===== config.mk =====
export PLATFORM = sky130hd
export DESIGN_NAME = voice_scheduler_flat
export DESIGN_NICKNAME = d
export VERILOG_FILES = /design/src/rtl/voice_scheduler_if.sv /design/src/rtl/voice_scheduler.sv /design/src/flat_wrapper.sv
export SDC_FILE = /design/constraint.sdc
export NUM_CORES = 1
export LEC_CHECK = 0
export CELL_PAD_IN_SITES_DETAIL_PLACEMENT = 1
export CELL_PAD_IN_SITES_GLOBAL_PLACEMENT = 1
export CORE_ASPECT_RATIO = 1.4
export CORE_MARGIN = 4
export CORE_UTILIZATION = 38
export DETAILED_ROUTE_END_ITERATION = 6
export MAX_ROUTING_LAYER = met4
export PLACE_DENSITY = 0.75
export RECOVER_POWER = 100
export SLEW_MARGIN = 5
export SYNTH_ARGS = -nofsm -noshare
export SYNTH_HDL_FRONTEND = slang
export SYNTH_SLANG_ARGS = --single-unit

===== constraint.sdc =====
create_clock -name clk -period 2.8 [get_ports clk]
set_input_delay 0.42 -clock clk [delete_from_list [all_inputs] [get_ports clk]]
set_output_delay 0.42 -clock clk [all_outputs]
set_load 0.005 [all_outputs]

===== src/rtl/voice_scheduler_if.sv =====
// Command and voice-output bundle between the CPU command FIFO and the voice scheduler.
interface voice_scheduler_if #(
  parameter int unsigned NUM_VOICES = 4,
  parameter int unsigned PERIOD_W   = 23
);
  logic                           cmd_valid;
  logic [31:0]                    cmd_data;
  logic                           cmd_ready;
  logic [NUM_VOICES*PERIOD_W-1:0] voice_period;
  logic [NUM_VOICES-1:0]          voice_on;
  logic [NUM_VOICES-1:0]          voice_off;
  logic [NUM_VOICES-1:0]          voice_active;
  logic [7:0]                     steal_cnt;

  modport master (
    output cmd_valid, cmd_data,
    input  cmd_ready, voice_period, voice_on, voice_off, voice_active, steal_cnt
  );

  modport slave (
    input  cmd_valid, cmd_data,
    output cmd_ready, voice_period, voice_on, voice_off, voice_active, steal_cnt
  );
endinterface


===== src/rtl/voice_scheduler.sv =====
// Four-voice note allocator: retrigger on id match, else lowest free voice, else steal the oldest.
// Each command takes IDLE -> SEARCH -> COMMIT; results are registered at the end of SEARCH.
module voice_scheduler (
  input  logic               clk,
  input  logic               rst,
  voice_scheduler_if.slave   bus
);
  localparam int unsigned NUM_VOICES = 4;
  localparam int unsigned PERIOD_W   = 23;
  localparam int unsigned ID_W       = 7;
  localparam int unsigned IDX_W      = 2;
  localparam int unsigned RANK_W     = 2;
  localparam int unsigned CNT_W      = 8;

  localparam logic [1:0] OP_NOTE_OFF = 2'b00;
  localparam logic [1:0] OP_NOTE_ON  = 2'b01;
  localparam logic [1:0] OP_ALL_OFF  = 2'b10;

  typedef enum logic [1:0] {S_IDLE, S_SEARCH, S_COMMIT} state_t;

  state_t                r_state, w_next;
  logic [1:0]            r_op;
  logic [ID_W-1:0]       r_id;
  logic [PERIOD_W-1:0]   r_period;
  logic [ID_W-1:0]       r_ids     [NUM_VOICES];
  logic [PERIOD_W-1:0]   r_periods [NUM_VOICES];
  logic [RANK_W-1:0]     r_rank    [NUM_VOICES];
  logic [NUM_VOICES-1:0] r_active, r_on, r_off;
  logic [CNT_W-1:0]      r_steal;

  logic                  w_accept;
  logic                  w_match_hit, w_free_hit;
  logic [IDX_W-1:0]      w_match_idx, w_free_idx, w_oldest_idx, w_target;
  logic [RANK_W-1:0]     w_old_rank;
  logic                  w_is_on, w_is_off, w_steal;

  assign w_accept = bus.cmd_valid && (r_state == S_IDLE) && !rst;

  // Next-state logic
  always_comb begin
    w_next = r_state;
    case (r_state)
      S_IDLE:   if (w_accept) w_next = S_SEARCH;
      S_SEARCH: w_next = S_COMMIT;
      S_COMMIT: w_next = S_IDLE;
      default:  w_next = S_IDLE;
    endcase
  end

  always_ff @(posedge clk) begin
    if (rst) r_state <= S_IDLE;
    else     r_state <= w_next;
  end

  // Id match, lowest free voice and oldest (rank 3) voice
  always_comb begin
    w_match_hit  = 1'b0;
    w_match_idx  = '0;
    w_free_hit   = 1'b0;
    w_free_idx   = '0;
    w_oldest_idx = '0;
    for (int unsigned v = 0; v < NUM_VOICES; v++) begin
      if (!w_match_hit && r_active[v] && (r_ids[v] == r_id)) begin
        w_match_hit = 1'b1;
        w_match_idx = IDX_W'(v);
      end
      if (!w_free_hit && !r_active[v]) begin
        w_free_hit = 1'b1;
        w_free_idx = IDX_W'(v);
      end
      if (r_rank[v] == '1) w_oldest_idx = IDX_W'(v);
    end
  end

  // A zero-period NOTE_ON is a NOTE_OFF for the same id
  always_comb begin
    w_is_on  = (r_op == OP_NOTE_ON) && (r_period != '0);
    w_is_off = (r_op == OP_NOTE_OFF) || ((r_op == OP_NOTE_ON) && (r_period == '0));
    w_steal  = w_is_on && !w_match_hit && !w_free_hit;
    if (w_match_hit)     w_target = w_match_idx;
    else if (w_free_hit) w_target = w_free_idx;
    else                 w_target = w_oldest_idx;
    w_old_rank = r_rank[w_target];
  end

  always_ff @(posedge clk) begin
    if (rst) begin
      r_op     <= '0;
      r_id     <= '0;
      r_period <= '0;
      r_active <= '0;
      r_on     <= '0;
      r_off    <= '0;
      r_steal  <= '0;
      for (int unsigned v = 0; v < NUM_VOICES; v++) begin
        r_ids[v]     <= '0;
        r_periods[v] <= '0;
        r_rank[v]    <= RANK_W'(v);
      end
    end else begin
      r_on  <= '0;
      r_off <= '0;
      if (w_accept) begin
        r_op     <= bus.cmd_data[31:30];
        r_id     <= bus.cmd_data[29:23];
        r_period <= bus.cmd_data[22:0];
      end
      if (r_state == S_SEARCH) begin
        if (w_is_on) begin
          r_ids[w_target]     <= r_id;
          r_periods[w_target] <= r_period;
          r_active[w_target]  <= 1'b1;
          r_on[w_target]      <= 1'b1;
          for (int unsigned v = 0; v < NUM_VOICES; v++) begin
            if (IDX_W'(v) == w_target)     r_rank[v] <= '0;
            else if (r_rank[v] < w_old_rank) r_rank[v] <= r_rank[v] + RANK_W'(1);
          end
          if (w_steal && (r_steal != '1)) r_steal <= r_steal + CNT_W'(1);
        end else if (w_is_off && w_match_hit) begin
          r_active[w_match_idx] <= 1'b0;
          r_off[w_match_idx]    <= 1'b1;
        end else if (r_op == OP_ALL_OFF) begin
          r_off    <= r_active;
          r_active <= '0;
        end
      end
    end
  end

  // Pulses are masked during rst so an aborted command never shows a pulse
  always_comb begin
    bus.voice_period = '0;
    for (int unsigned v = 0; v < NUM_VOICES; v++)
      bus.voice_period[v*PERIOD_W +: PERIOD_W] = r_periods[v];
  end

  assign bus.cmd_ready    = (r_state == S_IDLE) && !rst;
  assign bus.voice_on     = r_on  & ~{NUM_VOICES{rst}};
  assign bus.voice_off    = r_off & ~{NUM_VOICES{rst}};
  assign bus.voice_active = r_active;
  assign bus.steal_cnt    = r_steal;
endmodule


===== src/flat_wrapper.sv =====
// flat-port wrapper written by rule: the top's interface ports become plain ports
module voice_scheduler_flat 
  (clk, rst, bus_cmd_valid, bus_cmd_data, bus_cmd_ready, bus_voice_period, bus_voice_on, bus_voice_off, bus_voice_active, bus_steal_cnt);
  voice_scheduler_if bus_i ();
  input  logic clk;
  input  logic rst;
  input wire logic [$bits(bus_i.cmd_valid)-1:0] bus_cmd_valid;
  input wire logic [$bits(bus_i.cmd_data)-1:0] bus_cmd_data;
  output wire logic [$bits(bus_i.cmd_ready)-1:0] bus_cmd_ready;
  output wire logic [$bits(bus_i.voice_period)-1:0] bus_voice_period;
  output wire logic [$bits(bus_i.voice_on)-1:0] bus_voice_on;
  output wire logic [$bits(bus_i.voice_off)-1:0] bus_voice_off;
  output wire logic [$bits(bus_i.voice_active)-1:0] bus_voice_active;
  output wire logic [$bits(bus_i.steal_cnt)-1:0] bus_steal_cnt;
  assign bus_i.cmd_valid = bus_cmd_valid;
  assign bus_i.cmd_data = bus_cmd_data;
  assign bus_cmd_ready = bus_i.cmd_ready;
  assign bus_voice_period = bus_i.voice_period;
  assign bus_voice_on = bus_i.voice_on;
  assign bus_voice_off = bus_i.voice_off;
  assign bus_voice_active = bus_i.voice_active;
  assign bus_steal_cnt = bus_i.steal_cnt;
  voice_scheduler u_core (.clk(clk), .rst(rst), .bus(bus_i));
endmodule

==> results of run 1 <==
==> routing by layer <==
| metal | GRT usage [%] | up-vias | part of all wire [%] |
|---|---|---|---|
| met2 | 37.2 | 142 | 54 |
| met3 | 4.97 | 40 | 4.7 |
| li1 | - | 2651 | - |
| met1 | 23.8 | 2880 | 39 |
| met4 | 8.02 | 0 | 2.8 |
| met5 | - | - | 0 |
==> power by group through the flow <==
| stage | combinational [mW] | sequential, mW | clock, mW |
|---|---|---|---|
| after global placement | 0.456 | 3.13 | 0 |
| after global routing | 0.506 | 3.09 | 2.47 |
| after CTS | 0.479 | 3.08 | 2.35 |
| after floorplan | 0.226 | 3.09 | 0 |
| final | 0.468 | 3.07 | 2.31 |
| after detailed placement | 0.467 | 3.14 | 0 |
==> logic make-up (layout without fill, tap and decap cells) <==
| family | after synthesis | after routing | share of synthesized area [%] |
|---|---|---|---|
| buffers and inverters | 49 | 232 | 3.11 |
| adder cells (fa/ha/maj) | 7 | 7 | 1.05 |
| multiplexers | 1 | 1 | 0.127 |
| AND/OR/NAND/NOR | 297 | 297 | 22.2 |
| flip-flops | 182 | 182 | 62.5 |
| AO/OA/AOI/OAI | 80 | 80 | 6.52 |
| XOR/XNOR | 35 | 35 | 4.55 |
==> flip-flops by register name, indices dropped and copies added (netlist names) <==
register                 count
u_core.r_state               2
u_core.r_id                  7
u_core.r_periods            92
u_core.r_op                  2
u_core.r_on                  4
u_core.r_rank                8
u_core.r_period             23
u_core.r_off                 4
u_core.bus.steal_cnt         8
u_core.bus.voice_active      4
u_core.r_ids                28
==> Yosys cell counts, types with 2 or more instances <==
master and count:
o21bai_1 2, nand2b_1 34, clkbuf_1 33, o21ai_1 3
xnor2_1 22, nand2_1 44, a21oi_1 12, nor2b_1 10
nor4_4 2, nor3_1 10, maj3_2 2, edfxtp_1 128
xor2_1 6, and2_1 60, and2_2 2, and3_1 63
buf_6 8, nand3_1 2, a2111oi_0 2, nor4_1 6
or3_1 4, xor2_2 7, a211oi_1 2, nor2_1 26
or2b_1 2, or2_1 4, ha_1 4, inv_1 7
and3_2 2, dfxtp_1 54, or2_2 3, o21ai_0 40
nand4_1 12
==> critical path, stage by stage (launching register included) <==
cell and delay, ps:
edfxtp_1 450, xor2_2 200, nor4b_2 340, nand2_1 220, and4_4 240, a221oi_4 330, o21a_4 230, buf_6 140
nor3_1 40, or3_1 400
==> layout make-up <==
class / count / area (µm²) / share of cell area (%)
clock buffer: 18 / 429 / 4.05
clock inverter: 14 / 135 / 1.28
inverter: 7 / 26.3 / 0.248
multi-input combinational: 420 / 2890 / 27.3
sequential: 182 / 4950 / 46.7
tap: 256 / 320 / 3.02
timing repair buffer: 193 / 1840 / 17.4
==> how the worst max path moves through the flow <==
stage,end,slack [ps],cells after the start
6_report,u_core.r_rank[0][1],-40,9
5_1_grt,u_core.r_rank[0][0],-120,9
4_1_cts,u_core.r_rank[0][1],0.1,9
3_5_place_dp,u_core.r_rank[0][0],-160,9
3_3_place_gp,u_core.r_periods[3][8],-20,11
2_1_floorplan,u_core.r_rank[3][0],120,10
==> what timing repair did <==
item                       4_1_cts  5_1_grt
pin swaps                        1       10
setup endpoints to repair       74       45
hold buffers                     0        0
buffers inserted                 2        7
gates resized for setup         17       29
==> through the flow <==
stage	power, mW	setup TNS (ps)	std cells	hold slack [ps]
finish	5.85	-130	1090	486
global route	6.07	-665	1090	497
global placement	3.58	-182	1049	483
CTS	5.91	0	1083	468
detailed placement	3.60	-2010	1049	515
floorplan	3.31	0	651	461
==> metrics.txt, run 1 <==
CTS sink cnt 182; hold_sp rst; asr flop ratio synth 0%; yosys warns 0; ANT nets after route 0; top-area cell type share of the netlist area 48.7%; Synth cell types 66; Die W 130 µm; CP required 2980 ps; vias in the first global route approximately 6,400; crit end category flip-flop; leading area contributor after synthesis edfxtp_1; Hold Fails Final Rpt 0; IO Port Bufs between 100 and 150; Wirelength per Cell about 22 µm; final worst slack -40.6 ps; post-placement cell area 9780 µm²; Seq/Total Area, Yosys 62.5%; standard-cell row count 62; total of max-cap violations 0; failing checks negative setup slack; FF-to-FF End u_core.r_rank[0][1]; P_sw 1.48 mW; crit path DAT 3020 ps; Chip Height 178 µm; part of the power in registers 52.5%; drt pass-1 iters 4; Net Sw Frac between 20% and 30%; total grt overflow 0; final wirelength 23,500 µm; CTS H-Tree Depth 4; most frequent cells in the layout 128 x edfxtp_1, 101 x dlygate4sd3_1, 63 x and3_1; FMAX 352 MHz; R2R cell count 9; ratio of cells with drive above 1 in the final layout 17.0%; HP Class primary input to flip-flop; clock latency on the worst-skew pair 440 ps; outcome finished with violations; floorplan core area 20,500 µm²; initial antenna violation count 0; hold depth 3; Worst setup SP type flip-flop; diodes inserted 0; crit path max fanout 6; internal power ~4.4 mW; die area 23,200 µm²; Placer Congestion 0.904; top cells by area, synth edfxtp_1 49%, dfxtp_1 14%, and3_1 5.0%, and2_1 4.8%, nand2b_1 2.7%; initial core utilization 38.5%; Post-synth EDFFs 128; drt first-iter violations 353; Tot GR Track Use 21.4%; crit path kind flip-flop to flip-flop; post-place setup slack -162 ps; clock power share 39.5%; CP startpoint u_core.r_ids[0][2]; Main synth FF type edfxtp_1; syn_nets 690; Slew Limit Fails 0; Logic pwr share under 10%; drt drc 0; Setup Viol. Count Final 4; pin count of the biggest net entering global routing 66; flops & latches, synth 182; Layout area overhead 34.4%; Worst-path clk slew 70 ps; Post-Synthesis Cells 651; leakage power 4.10 nW; min Tclk post-route 2840 ps; hold path endpoint u_core.r_id[4]; fill count 2,160; # IOs between 100 and 150; dpl hpwl 16,500 µm; commonest non-fill, non-tap cell in the layout edfxtp_1; r2r startpoint u_core.r_ids[0][2]; syn avg cell area 12.1 µm²; period utilization 101%; cts bufs inserted 17; Via Count 5,713; via density per instance roughly 5.2; CTS tree built; Root Buffer clkbuf_16; Layout Skew ~11 ps; fin nets 860; worst vdd ir approximately 0.43 mV; Power Dens Cells 553 nW/µm²; Final Cell Area 10,600 µm²; CTS Buffer Depth 2; R2R Setup Slk -40 ps; slew margin rel. 23.3%; first-pass GRT wire length 36,500 µm; Post-Syn Area 7890 µm²; worst-margin pin slew around 1100 ps; Util after Layout between 50% and 60%; RSZ-0062 raised after global routing yes
Power figures use the tool's default switching activity.
==> run 2, diff against run 1 <==
--- a/config.mk
+++ b/config.mk
@@ -11,6 +11,7 @@
 export CORE_MARGIN = 4
 export CORE_UTILIZATION = 38
 export DETAILED_ROUTE_END_ITERATION = 6
+export HOLD_SLACK_MARGIN = 0.12
 export MAX_ROUTING_LAYER = met4
 export PLACE_DENSITY = 0.75
 export RECOVER_POWER = 100
==> results of run 2 <==
No change in the layout: final DEF, timing and power equal those of run 1.
==> run 3, diff against run 2 <==
--- a/config.mk
+++ b/config.mk
@@ -11,6 +11,7 @@
 export CORE_MARGIN = 4
 export CORE_UTILIZATION = 38
 export DETAILED_ROUTE_END_ITERATION = 6
+export GPL_TIMING_DRIVEN = 1
 export HOLD_SLACK_MARGIN = 0.12
 export MAX_ROUTING_LAYER = met4
 export PLACE_DENSITY = 0.75
==> constraint.sdc (replaced) <==
create_clock -name clk -period 2.8 [get_ports clk]
set_input_delay 0.42 -clock clk [delete_from_list [all_inputs] [get_ports clk]]
set_output_delay 0.42 -clock clk [all_outputs]
set_load 0.01 [all_outputs]
==> metrics.txt, run 3 (synthesis results as in run 1) <==
P_sw 1.50 mW; Seq. cell area 4950 µm²; CP required 2980 ps; Slew Limit Fails 0; initial antenna violation count 0; Hold Fails Final Rpt 0; Tot GR Track Use 21.4%; final hold slack a little under 500 ps; WP buf/inv 1; CTS tree built; part of the power in registers 52.3%; Worst setup SP type flip-flop; Wirelength per Cell between 20 and 25 µm; grt met3 use 4.97%; ratio of cells with drive above 1 in the final layout 17.1%; Worst-path clk slew 70 ps; Logic pwr share under 10%; Die W roughly 130 µm; standard-cell row count 62; failing checks negative setup slack; crit end category flip-flop; RSZ-0062 raised after global routing yes; leakage power roughly 4 nW; most frequent cells in the layout 128 x edfxtp_1, 101 x dlygate4sd3_1, 63 x and3_1; outcome finished with violations; most used routing layer met2; HP Class primary input to flip-flop; initial core utilization 38.5%; Sum Neg Setup Slack -139 ps; Biggest register u_core.r_periods; CTS Buffer Depth 2; FMAX 352 MHz; Largest regs u_core.r_periods (92), u_core.r_ids (28), u_core.r_period (23); commonest non-fill, non-tap cell in the layout edfxtp_1; Root Buffer clkbuf_16; CTS H-Tree Depth 4; slowest CP cell edfxtp_1; hold depth 3; R2R cell count 9; ANT nets after route 0; final wirelength 23,500 µm; crit path max fanout 6; Layout area overhead 34.4%; total grt overflow 0; IO Port Bufs roughly 150; crit path kind flip-flop to flip-flop; vias in the first global route 6,364; worst-margin pin slew about 1100 ps; dpl hpwl approximately 16,000 µm; diodes inserted 0; crit path DAT 3020 ps; min Tclk post-route ~2800 ps; via density per instance 5.23; met1 Use GR 23.8%; drt pass-1 iters 4; first-pass GRT wire length approximately 36,000 µm; Power Dens Cells 555 nW/µm²; cts bufs inserted 17; Chip Height 178 µm; CTS sink cnt ~180; CP delay by family, top simple AND/OR/NAND/NOR gates; CTS Hold Bufs 0; final worst slack -43.1 ps; clock latency on the worst-skew pair 440 ps; die area 23,200 µm²; Setup Viol. Count Final 4; drt drc 0; Placer Congestion 0.904; pin count of the biggest net entering global routing 66; Net Sw Frac 25.5%; drt first-iter violations 352; period utilization 102%; Critical Path Stages 9; Multi-input gate area 2890 µm²; internal power 4.38 mW; total of max-cap violations 0; Worst path max stage delay 450 ps; fill count 2,159; # IOs 148; slew margin rel. 23.7%; max FFs per register 92; Via Count 5,706; met2 usage 37.2%; floorplan core area 20,500 µm²; clock power share 39.4%; post-place setup slack -162 ps; fin nets 860; Layout Skew 12.7 ps; crit-path cells xor2_2 > nor4b_2 > nand2_1 > and4_4 > a221oi_4 > o21a_4 > buf_6 > nor3_1 > or3_1; worst vdd ir 0.432 mV
## run 3: cell count changes in the layout (fill, tap and decap cells not counted), sizes merged
cell,previous run,this run
clkbuf,20,19
buf,45,46
## run 3: worst min-delay path, delay by kind of cell
family / cells / cell delay, ps
AO/OA/AOI/OAI: 1 / 60
buffers and inverters: 1 / 250
AND/OR/NAND/NOR: 1 / 140
## run 3: power by group through the flow
stage / clock network, mW / logic (mW) / registers, mW
after global placement: 0 / 0.476 / 3.13
after global routing: 2.47 / 0.525 / 3.09
after detailed placement: 0 / 0.487 / 3.14
final: 2.32 / 0.488 / 3.07
after floorplan: 0 / 0.226 / 3.11
after CTS: 2.35 / 0.498 / 3.08
## run 3: cell type report
cell class	count	area share, %
Multi-Input combinational cell	420	27.3
Timing Repair Buffer	193	17.4
Clock buffer	18	4.05
Tap cell	256	3.02
Inverter	7	0.248
Clock inverter	14	1.28
Sequential cell	182	46.7
## run 3: what timing repair did
action	4_1_cts	5_1_grt
pin swaps	1	10
endpoints found under the setup margin	74	45
setup buffers	2	7
resized for setup	17	29
## run 3: final timing paths
| check | slack (ps) | endpoint | from |
|---|---|---|---|
| min reg2reg | 520 | u_core.r_op[0] | u_core.r_op[0] |
| max | -40 | u_core.r_rank[0][1] | u_core.r_ids[0][2] |
| max reg2reg | -40 | u_core.r_rank[0][1] | u_core.r_ids[0][2] |
| min | 480 | u_core.r_id[4] | rst |
## run 3: layer usage
metal,vias to the layer above,part of all wire (%)
met5,-,0
met4,0,2.7
met3,39,4.4
met2,133,54
met1,2884,39
li1,2650,-
## run 3: per-stage QoR
stage,total power [mW],instance area [µm²],instances,util (%)
finish,5.88,10600,1090,51.7
global route,6.09,10600,1090,51.7
CTS,5.93,10400,1083,50.9
detailed placement,3.62,9780,1049,47.8
global placement,3.60,9780,1049,47.8
floorplan,3.33,7890,651,-
